<file path="src/rtl/fpa_stream_acc.sv">
// fpa_stream_acc
//   Streams IEEE-754 single-precision values into a running sum, one element
//   per cycle. The float addition itself is done by an external combinational
//   `fpa` adder that the parent instantiates. This block drives the adder's
//   operands and captures its packed result.
//
//   Handshake rule (both ports): a transfer happens on a rising clk edge where
//   valid and ready are both 1. The source holds data stable while valid=1 and
//   ready=0. This block never makes in_ready depend on in_valid.
//
// Parameters
//   CNT_W       width of the element counter; saturates at all-ones
//
// Optional build macro
//   FPA_STREAM_ACC_NAN_STICKY_EN  a NaN seen anywhere in a stream forces the
//                                 canonical NaN 32'h7FC0_0000 as the result
//
// Ports
//   clk, rst_n             clock (rising edge), async active-low reset
//   in_valid/in_ready      input element handshake
//   in_data, in_last       element value, end-of-sum marker
//   fpa_a, fpa_b           operands to fpa (accumulator, in_data)
//   fpa_sign/exp/mantis    sum returned by fpa
//   out_valid/out_ready    result handshake
//   out_data, out_count    packed sum and number of elements (saturating)
//   dbg_state              current FSM state (IDLE=0, ACC=1, HOLD=2)
module fpa_stream_acc #(
  parameter int CNT_W = 16
) (
  input  logic             clk,
  input  logic             rst_n,
  input  logic             in_valid,
  output logic             in_ready,
  input  logic [31:0]      in_data,
  input  logic             in_last,
  output logic [31:0]      fpa_a,
  output logic [31:0]      fpa_b,
  input  logic             fpa_sign,
  input  logic [7:0]       fpa_exp,
  input  logic [22:0]      fpa_mantis,
  output logic             out_valid,
  input  logic             out_ready,
  output logic [31:0]      out_data,
  output logic [CNT_W-1:0] out_count,
  output logic [1:0]       dbg_state
);

  typedef enum logic [1:0] {
    IDLE = 2'd0,
    ACC  = 2'd1,
    HOLD = 2'd2
  } state_t;

  localparam logic [31:0] CANON_NAN = 32'h7FC0_0000;

  state_t           state_q, state_d;
  logic [31:0]      acc_q, acc_d;
  logic [CNT_W-1:0] count_q, count_d;
  logic             out_valid_q, out_valid_d;
  logic [31:0]      out_data_q, out_data_d;
  logic [CNT_W-1:0] out_count_q, out_count_d;

  logic             accept;
  logic [31:0]      fpa_res;
  logic [31:0]      acc_next;
  logic [CNT_W-1:0] count_inc;

  assign fpa_res   = {fpa_sign, fpa_exp, fpa_mantis};
  assign in_ready  = (state_q != HOLD);
  assign accept    = in_valid & in_ready;
  assign fpa_a     = acc_q;
  assign fpa_b     = in_data;
  assign count_inc = (count_q == {CNT_W{1'b1}}) ? count_q : count_q + 1'b1;

`ifdef FPA_STREAM_ACC_NAN_STICKY_EN
  logic nan_seen_q, nan_seen_d;
  logic nan_next;

  // Once any NaN enters the stream the adder's output is no longer trusted;
  // the accumulator is pinned to the canonical quiet NaN.
  assign nan_next = nan_seen_q
                  | ((in_data[30:23] == 8'hFF) && (in_data[22:0] != 23'd0))
                  | ((fpa_res[30:23] == 8'hFF) && (fpa_res[22:0] != 23'd0));
  assign acc_next = nan_next ? CANON_NAN : fpa_res;

  always_ff @(posedge clk or negedge rst_n) begin
    if (!rst_n) nan_seen_q <= 1'b0;
    else        nan_seen_q <= nan_seen_d;
  end
`else
  assign acc_next = fpa_res;
`endif

  always_ff @(posedge clk or negedge rst_n) begin
    if (!rst_n) begin
      state_q     <= IDLE;
      acc_q       <= 32'h0000_0000;
      count_q     <= '0;
      out_valid_q <= 1'b0;
      out_data_q  <= 32'h0000_0000;
      out_count_q <= '0;
    end else begin
      state_q     <= state_d;
      acc_q       <= acc_d;
      count_q     <= count_d;
      out_valid_q <= out_valid_d;
      out_data_q  <= out_data_d;
      out_count_q <= out_count_d;
    end
  end

  always_comb begin
    state_d     = state_q;
    acc_d       = acc_q;
    count_d     = count_q;
    out_valid_d = out_valid_q;
    out_data_d  = out_data_q;
    out_count_d = out_count_q;
`ifdef FPA_STREAM_ACC_NAN_STICKY_EN
    nan_seen_d  = nan_seen_q;
`endif

    case (state_q)
      IDLE, ACC: begin
        if (accept) begin
          acc_d   = acc_next;
          count_d = count_inc;
`ifdef FPA_STREAM_ACC_NAN_STICKY_EN
          nan_seen_d = nan_next;
`endif
          if (in_last) begin
            state_d     = HOLD;
            out_valid_d = 1'b1;
            out_data_d  = acc_next;
            out_count_d = count_inc;
          end else begin
            state_d = ACC;
          end
        end
      end
      HOLD: begin
        // Inputs are ignored here; the accumulator is cleared only when the
        // result leaves, so in_ready rises one cycle after the handshake.
        if (out_valid_q && out_ready) begin
          state_d     = IDLE;
          out_valid_d = 1'b0;
          acc_d       = 32'h0000_0000;
          count_d     = '0;
`ifdef FPA_STREAM_ACC_NAN_STICKY_EN
          nan_seen_d  = 1'b0;
`endif
        end
      end
      default: state_d = IDLE;
    endcase
  end

  assign out_valid = out_valid_q;
  assign out_data  = out_data_q;
  assign out_count = out_count_q;
  assign dbg_state = state_q;

endmodule

</file>
<file path="config.mk">
export PLATFORM = sky130hd
export DESIGN_NAME = fpa_stream_acc
export DESIGN_NICKNAME = d
export VERILOG_FILES = /design/src/rtl/fpa_stream_acc.sv
export SDC_FILE = /design/constraint.sdc
export NUM_CORES = 1
export LEC_CHECK = 0
export CELL_PAD_IN_SITES_DETAIL_PLACEMENT = 1
export CELL_PAD_IN_SITES_GLOBAL_PLACEMENT = 2
export CORE_MARGIN = 10
export CORE_UTILIZATION = 27
export CTS_CLUSTER_DIAMETER = 150
export DETAILED_ROUTE_END_ITERATION = 10
export PLACE_DENSITY_LB_ADDON = 0.3
export REMOVE_ABC_BUFFERS = 1
export SLEW_MARGIN = 30
export SYNTH_ARGS = -nofsm -noshare
export SYNTH_HDL_FRONTEND = slang
export SYNTH_SLANG_ARGS = --single-unit
</file>
<file path="constraint.sdc">
create_clock -name clk -period 3 [get_ports clk]
set_input_delay 0.6 -clock clk [delete_from_list [all_inputs] [get_ports clk]]
set_output_delay 0.6 -clock clk [all_outputs]
set_load 0.05 [all_outputs]
</file>
## Yosys cells after proc, flatten, opt, wreduce, memory -nomap -nowiden

Cells that the tools add are included.

| word-level totals | value |
|---|---|
| flip-flop bits (word level) | 99 |
| output and inout bits | 116 |

| operators by class | value |
|---|---|
| $add $sub $neg | 1 |
| equal/unequal tests | 7 |
| muxes and demuxes | 15 |
| bitwise logic cells | 1 |
| reductions and logical operators | 8 |

Operators with widths:

| kind | number |
|---|---|
| 32-bit 2-to-1 mux | 2 |
| 32-bit case mux with 2 select lines | 1 |
| 16-bit 2-to-1 mux | 3 |
| 16-bit case mux with 2 select lines | 1 |
| 16-bit by 1-bit adder with 16-bit output (second input constant) | 1 |
| 16-bit == test (second input constant) | 1 |
| 2-bit != test (second input constant) | 4 |
| 2-bit 2-to-1 mux | 3 |
| 3-bit AND reduction | 2 |
| 2-bit case mux with 2 select lines | 1 |
| 4-bit AND reduction | 1 |
| 1-bit 2-to-1 mux | 3 |
| 2-bit by 1-bit == test with 1-bit output (second input constant) | 1 |
| 2-bit == test (second input constant) | 1 |
| 2-bit zero test | 1 |
| 1-bit case mux with 2 select lines | 1 |
| 2-bit AND reduction | 1 |
| 2-bit nonzero test | 1 |
| 2-bit OR reduction | 1 |
| 1-bit AND | 1 |
| 1-bit logical AND | 1 |

## Logic depth before layout (Yosys ltp)

Gate-level depths: netlist (run 1).

| logic depth | value |
|---|---|
| depth in word-level cells | 4 |
| depth in mapped cells | 7 |
| gate-level depth less buffers | 5 |

## Worst setup path before layout (run 1)

No wires, ideal clock.

| path | value |
|---|---|
| path type | register to register |
| start point | register count_q[0] |
| end point | register out_count_q[7] (netlist: out_count[7]) |
| library setup time | 82 ps |
| data arrival time | 1700 ps |
| slack | 1218 ps |
| cell stages (with the launch flop) | 7 |
| buffers on the path | 1 |
| period minus slack after synthesis | 1782 ps |
| path through | dfrtp_1 > ha_1 > and3_1 > a41o_1 > buf_6 > or3_1 > a31oi_1 |

| on the way | value |
|---|---|
| longest elaborated chain between the ends | 2 |
| elaborated cells on any way between the ends | 3 |
| those cells by class | add/sub (1); eq/ne (1); mux (1) |

RTL lines:

| item | RTL line | RTL |
|---|---|---|
| start: declaration | 58 | `logic [CNT_W-1:0] count_q, count_d;` |
| start signal: assignment | 105 | `count_q <= count_d;` |
| 16-bit by 1-bit adder with 16-bit output or 16-bit == test (tied branches) | 73 | `assign count_inc = (count_q == {CNT_W{1'b1}}) ? count_q : count_q + 1'b1;` |
| 16-bit 2-to-1 mux * | 73 |  |
| end signal: assignment | 108 | `out_count_q <= out_count_d;` |
| end: declaration | 61 | `logic [CNT_W-1:0] out_count_q, out_count_d;` |

Mark *: on every way between the ends. The rest lies on a longest branch, timed or not.
A chain may end at the register's enable or synchronous reset.

## Final worst setup path (run 1)

| path | value |
|---|---|
| start point | register state_q[1] (netlist: dbg_state[1]) |
| end point | output port in_ready |

| on the way | value |
|---|---|
| longest elaborated chain between the ends | 1 |

RTL lines:

| item | RTL line | RTL |
|---|---|---|
| start: declaration | 56 | `state_t state_q, state_d;` |
| start signal: assignment | 103 | `state_q <= state_d;` |
| 2-bit != test | 69 | `assign in_ready = (state_q != HOLD);` |
| end: declaration | 33 | `output logic in_ready,` |

No other way between the ends.

==> metrics.md, run 1 <==
| Metric | Value |
|---|---|
| All-layer global routing usage | 0.134 |
| Final setup violation count | 0 |
| CP Launch Type | register |
| Most frequent cell after synthesis | nand2_1 |
| Placed Cells | 732 |
| Total power | 6.21 mW |
| Cell taking the most area after synthesis | dfrtp_1 |
| Worst relative slew slack | 0.558 |
| Clock group share of total power | 0.214 |
| Distinct cell type count after synthesis | 48 |
| # diodes | 0 |
| P per Cell Area | 1030 mW/mm^2 |
| Final worst slack | 0.600 ns |
| Final Cycle Share | 0.800 |
| Wire length per cell | 19.9 um |
| Post-synth EDFFs | 0 |
| Detailed placement HPWL | 10.7 mm |
| Setup Slack @ Placement | 0.594 ns |
| Core Rows | 47 |
| Reg2Reg Setup Slack | 0.81 ns |
| Final nets | 593 |
| Peak VDD IR | 0.350 mV |
| Main flop type after synthesis | dfrtp_1 |
| Postcts setup bufs | 0 |
| Net Sw Power | 2.74 mW |
| PostCTS Resize Cnt | 0 |
| Max_cap viols | 0 |
| CTS tree | done |
| Post-synthesis sequential element count | 99 |
| PortBufs | 120 |
| Logic pwr share | 0.456 |
| Critical R2R Launch | count_q[0]$_DFFE_PN0P_ |
| Synth area leaders | dfrtp_1, nand2_1, a22o_1, buf_4, a31oi_1 |
| Int Pwr | 3.47 mW |
| Ys async rst share | 1.00 |
| Minimum clock period after layout | 2.40 ns |
| Number of warnings issued by yosys | 0 |
| Final Skew | 0.00604 ns |
| Fin. max-slew vios | 0 |
| Routed wire length | 14.9 mm |
| Clk_lat worst skew | 0.35 ns |
| DRT iter0 DRCs | 189 |
| Hold Path Class | in2async |
| Pleak | 2.67 nW |
| CP Capture Type | output port |
| Via Count | 3,640 |
| Initial antenna violation count | 0 |
| Multi-input gate area | 0.00165 sq mm |
| Sequential power share | 0.330 |
| ANT nets after route | 0 |
| Critical path class | reg2out |
| Die area | 0.0222 sq mm |
| Synth cell count leaders | nand2_1, dfrtp_1, a22o_1 |
| RSZ-0062 raised after global routing | false |
| Routed vias/inst | 4.87 |
| DR DRC count | 0 |
| Layout cells sized above 1 | 0.0702 |
| H-Tree Depth | 3 |
| Filler instances | 1,851 |
| Chip width | 149 um |
| Reg clk slew, reported paths | 0.07 ns |
| Sequential area share after synthesis | 0.550 |
| First-pass GRT wire length | 23.6 mm |
| Worst path required time | 2.40 ns |
| Run status | complete, no violations |
| Max Fanout on Critical Path | 9 |
| DR pass1 iterations | 4 |
| Number of CTS-inserted buffers | 9 |
| Io pins | 185 |
| Total global routing overflow | 0 |
| Syn avg cell area | 10.1 sq um |
| Starting Density | 0.273 |
| Vias in the first global route | 3,909 |
| Register-to-Register Path Depth | 6 |
| Clock sink count | 99 |
| Synth top area share | 0.550 |
| Synthesized instance count | 446 |
| P&R area growth vs syn | 34.2% |
| FMAX | 417 MHz |
| Mapped cell area | 0.00450 sq mm |
| Worst path arrival time | 1.80 ns |
| Sequential cell area | 0.00248 sq mm |
| Cell Count, Final, Fillers Out | 747 |
| Height of the chip | 149 um |
| Clock Tree Root | clkbuf_16 |
| Final GP Congestion | 0.767 |
| Sw Ratio | 0.441 |
| Reg2reg end | count_q[11]$_DFFE_PN0P_ |
| Core footprint | 0.0165 sq mm |
| Slew @ Worst Pin | 0.663 ns |
| Clk buf depth | 2 |
| CTS Hold Bufs | 0 |
| Largest net degree at the start of global routing | 51 |
| Final hold violation count | 0 |
## through the flow
step / cell area, sq um / utilization / TNS, ns / hold WS [ns]
2_1_floorplan: 4120 / - / -79.16 / 0.304
3_3_place_gp: 5700 / 0.346 / 0 / 0.457
3_5_place_dp: 5700 / 0.346 / 0 / 0.461
4_1_cts: 6040 / 0.367 / 0 / 0.307
5_1_grt: 6040 / 0.367 / 0 / 0.323
6_report: 6040 / 0.367 / 0 / 0.271
## area by class of cell
| class | instances | area share |
|---|---|---|
| flip-flops and latches | 99 | 0.410 |
| clock buffers | 9 | 0.0373 |
| multi-input cells | 281 | 0.272 |
| inverters | 3 | 0.00186 |
| clock inverters | 6 | 0.0189 |
| repair buffers | 129 | 0.214 |
| well taps | 220 | 0.0456 |
## sequential cells by signal (all words and copies together), names as in the netlist
| signal | cells |
|---|---|
| out_data | 32 |
| out_valid | 1 |
| count_q | 16 |
| fpa_a | 32 |
| dbg_state | 2 |
| out_count | 16 |
## power groups by stage
stage               clock (mW)  sequential (mW)  combinational [mW]
finish                    1.33             2.05                2.83
global route              1.44             2.11                3.00
CTS                       1.38             2.06                2.88
detailed placement           0             2.08                2.87
global placement             0             2.06                2.84
floorplan                    0             3.26               0.534
## how the worst max path moves through the flow
stage                                         from                  endpoint  slack (ns)
final                     dbg_state[1]$_DFFE_PN0P_                  in_ready        0.60
after global routing      dbg_state[1]$_DFFE_PN0P_                  in_ready        0.53
after CTS                 dbg_state[1]$_DFFE_PN0P_                  in_ready        0.56
after detailed placement                  in_valid    count_q[9]$_DFFE_PN0P_        0.59
after global placement                    in_valid   count_q[11]$_DFFE_PN0P_        0.63
after floorplan           dbg_state[1]$_DFFE_PN0P_  out_count[8]$_DFFE_PN0P_       -1.18
## cells in the final DEF, fill, tap and decap left out, types with 2 or more instances in the layout
master / Yosys / layout
nor3_1: 4 / 4
a31oi_1: 15 / 15
o41ai_1: 2 / 2
xnor2_1: 3 / 3
a21oi_1: 11 / 11
a22o_1: 34 / 34
a211oi_1: 2 / 2
nand4_2: 2 / 2
clkbuf_16: 0 / 9
nand4_1: 6 / 6
buf_12: 0 / 2
clkinvlp_4: 0 / 2
nor2_1: 15 / 14
xor2_1: 3 / 3
a41oi_1: 2 / 2
nor4_4: 2 / 2
dfrtp_1: 99 / 99
nand2b_1: 3 / 3
clkdlybuf4s50_1: 0 / 119
o21ai_1: 7 / 7
and4_1: 3 / 3
inv_1: 3 / 3
bufinv_16: 0 / 3
and4_4: 2 / 2
a31o_1: 3 / 3
o21ai_0: 10 / 10
nand2_1: 116 / 115
and3_1: 4 / 4
nand3_1: 6 / 6
a21o_1: 4 / 4
or3_1: 4 / 4
buf_4: 32 / 8
## critical path: stages, from the launching register on
cell	delay [ns]
dfrtp_1	0.49
nand2b_1	0.15
clkdlybuf4s50_1	0.82
## cell families (layout without fill, tap and decap cells)
logic type	after synthesis	after routing	share of synthesized area
DFF	99	99	0.550
AOI/OAI and AO/OA	99	99	0.161
adders and majority gates	1	1	0.00278
xor gates and xnor gates	6	6	0.0117
muxes	1	1	0.00222
buffers and inverters	66	147	0.0884
and+or+nand+nor	174	174	0.183
## routing by layer
metal	share of wire	vias up	global-route usage
li1	-	1681	-
met1	0.48	1808	0.184
met2	0.43	139	0.190
met3	0.080	12	0.0492
met4	0.013	0	0.0427
met5	0	-	0
(Power assumes the default switching activity.)
==> run 2, diff against run 1 <==
CORE_UTILIZATION = 23   (was 27)
clock period = 1.95 ns   (was 3 ns; I/O delays follow)
==> metrics.md, run 2 (same netlist as run 1, synthesis figures left out) <==
| Metric | Value |
|---|---|
| Max stage delay cell, worst path | clkdlybuf4s50_1 |
| Final setup violation count | 0 |
| Final Cycle Share | 0.983 |
| Max_cap viols | 0 |
| Number of CTS-inserted buffers | 9 |
| Cell Count, Final, Fillers Out | 812 |
| Postcts setup bufs | 0 |
| DR DRC count | 0 |
| Final hold violation count | 0 |
| H-Tree Depth | 3 |
| RSZ-0062 raised after global routing | true |
| Vias in the first global route | 4,116 |
| # diodes | 0 |
| Minimum clock period after layout | 1.92 ns |
| Largest net degree at the start of global routing | 42 |
| Reg clk slew, reported paths | 0.07 ns |
| CP Capture Type | output port |
| CTS tree | done |
| Worst path required time | 1.56 ns |
| Logic pwr share | 0.460 |
| DRT iter0 DRCs | 141 |
| Hold Path Class | in2async |
| Sw Ratio | 0.443 |
| Die area | 0.0256 sq mm |
| Worst path arrival time | 1.53 ns |
| Worst relative slew slack | 0.632 |
| Wire length per cell | 19.4 um |
| Core footprint | 0.0193 sq mm |
| Sequential power share | 0.322 |
| Clk buf depth | 2 |
| Placed Cells | 796 |
| Starting Density | 0.233 |
| PortBufs | 120 |
| CP Launch Type | register |
| Io pins | 185 |
| ANT nets after route | 0 |
| Routed vias/inst | 4.64 |
| CTS Hold Bufs | 0 |
| Run status | complete, no violations |
| Fin. max-slew vios | 0 |
| Height of the chip | 160 um |
| Crit-path cells | clkdlybuf4s50_1 |
| Total power | 9.66 mW |
| Final worst slack | 0.0328 ns |
| Clock group share of total power | 0.218 |
| Max incr delay on CP | 0.81 ns |
| Clk_lat worst skew | 0.35 ns |
| Fin Setup TNS | 0 ns |
| Initial antenna violation count | 0 |
| Detailed placement HPWL | 12.0 mm |
| Filler instances | 2,178 |
| Design area | 0.00625 sq mm |
| Chip width | 160 um |
| FMAX | 522 MHz |
| Int Pwr | 5.38 mW |
| Buf/Inv on CP | 1 |
| Peak VDD IR | 0.455 mV |
| Most common cell after layout, fill and taps aside | nand2_1 |
| DR pass1 iterations | 4 |
| Slew @ Worst Pin | 0.552 ns |
| P per Cell Area | 1540 mW/mm^2 |
| Commonest non-fill, non-tap cells in the layout | nand2_1, dfrtp_1, buf_4, clkdlybuf4s50_1, a22o_1 |
| Pleak | 3.14 nW |
| Reg2Reg Setup Slack | 0.11 ns |
| Placed cell area | 0.00584 sq mm |
| First-pass GRT wire length | 25.0 mm |
| Final GP Congestion | 0.789 |
| Total global routing overflow | 0 |
| Setup Slack @ Placement | 0.0571 ns |
| All-layer global routing usage | 0.123 |
| Clock Tree Root | clkbuf_16 |
| Final Skew | 0.00910 ns |
| Clock sink count | 99 |
| Via Count | 3,766 |
| Layout cells sized above 1 | 0.172 |
| Final nets | 612 |
| P&R area growth vs syn | 38.9% |
| Core Rows | 51 |
| Max Fanout on Critical Path | 2 |
| Routed wire length | 15.7 mm |
| Net Sw Power | 4.28 mW |
| Critical path class | reg2out |
| CP top delay family | buffers and inverters |
==> run 2: path summary, 6_finish.rpt <==
| path | start | to | cells after the start |
|---|---|---|---|
| max | fpa_a[16]$_DFFE_PN0P_ | fpa_a[16] | 1 |
| min | rst_n | count_q[6]$_DFFE_PN0P_ | 1 |
| max reg2reg | count_q[0]$_DFFE_PN0P_ | count_q[5]$_DFFE_PN0P_ | 5 |
| min reg2reg | out_data[27]$_DFFE_PN0P_ | out_data[27]$_DFFE_PN0P_ | 2 |
| max in group asynchronous | rst_n | fpa_a[8]$_DFFE_PN0P_ | 2 |
| min in group clk | out_data[27]$_DFFE_PN0P_ | out_data[27]$_DFFE_PN0P_ | 2 |
==> run 2: cell type report <==
| class | count | area, sq um | area share |
|---|---|---|---|
| multi-input combinational | 281 | 1650 | 0.263 |
| clock buffer | 10 | 239 | 0.0382 |
| inverter | 3 | 11.3 | 0.00180 |
| tap | 265 | 332 | 0.0530 |
| sequential | 99 | 2480 | 0.396 |
| timing repair buffer | 148 | 1440 | 0.230 |
| clock inverter | 6 | 111 | 0.0178 |
==> run 2: through the flow <==
step	hold WS, ns	util
6_report	0.0312	0.323
5_1_grt	0.0685	0.323
4_1_cts	0.0463	0.320
3_5_place_dp	0.427	0.302
3_3_place_gp	0.423	0.302
2_1_floorplan	0.0944	-
==> run 2: layer usage <==
metal | share of wire | vias up | GRT usage
met2 | 0.41 | 150 | 0.172
met4 | 0.021 | 0 | 0.0480
met1 | 0.50 | 1876 | 0.169
met5 | 0 | - | 0
met3 | 0.071 | 19 | 0.0416
li1 | - | 1721 | -
==> run 2: what timing repair did <==
action / 4_1_cts / 5_1_grt
cloned: 0 / 0
resized for setup: 4 / 25
pin swaps: 0 / 1
setup endpoints to repair: 4 / 30
==> run 2: power by group through the flow <==
stage               Clock (mW)  Sequential (mW)  Combinational [mW]
detailed placement           0             3.17                4.53
finish                    2.11             3.11                4.44
global placement             0             3.14                4.48
floorplan                    0             5.01               0.821
global route              2.26             3.22                4.72
CTS                       2.17             3.13                4.53
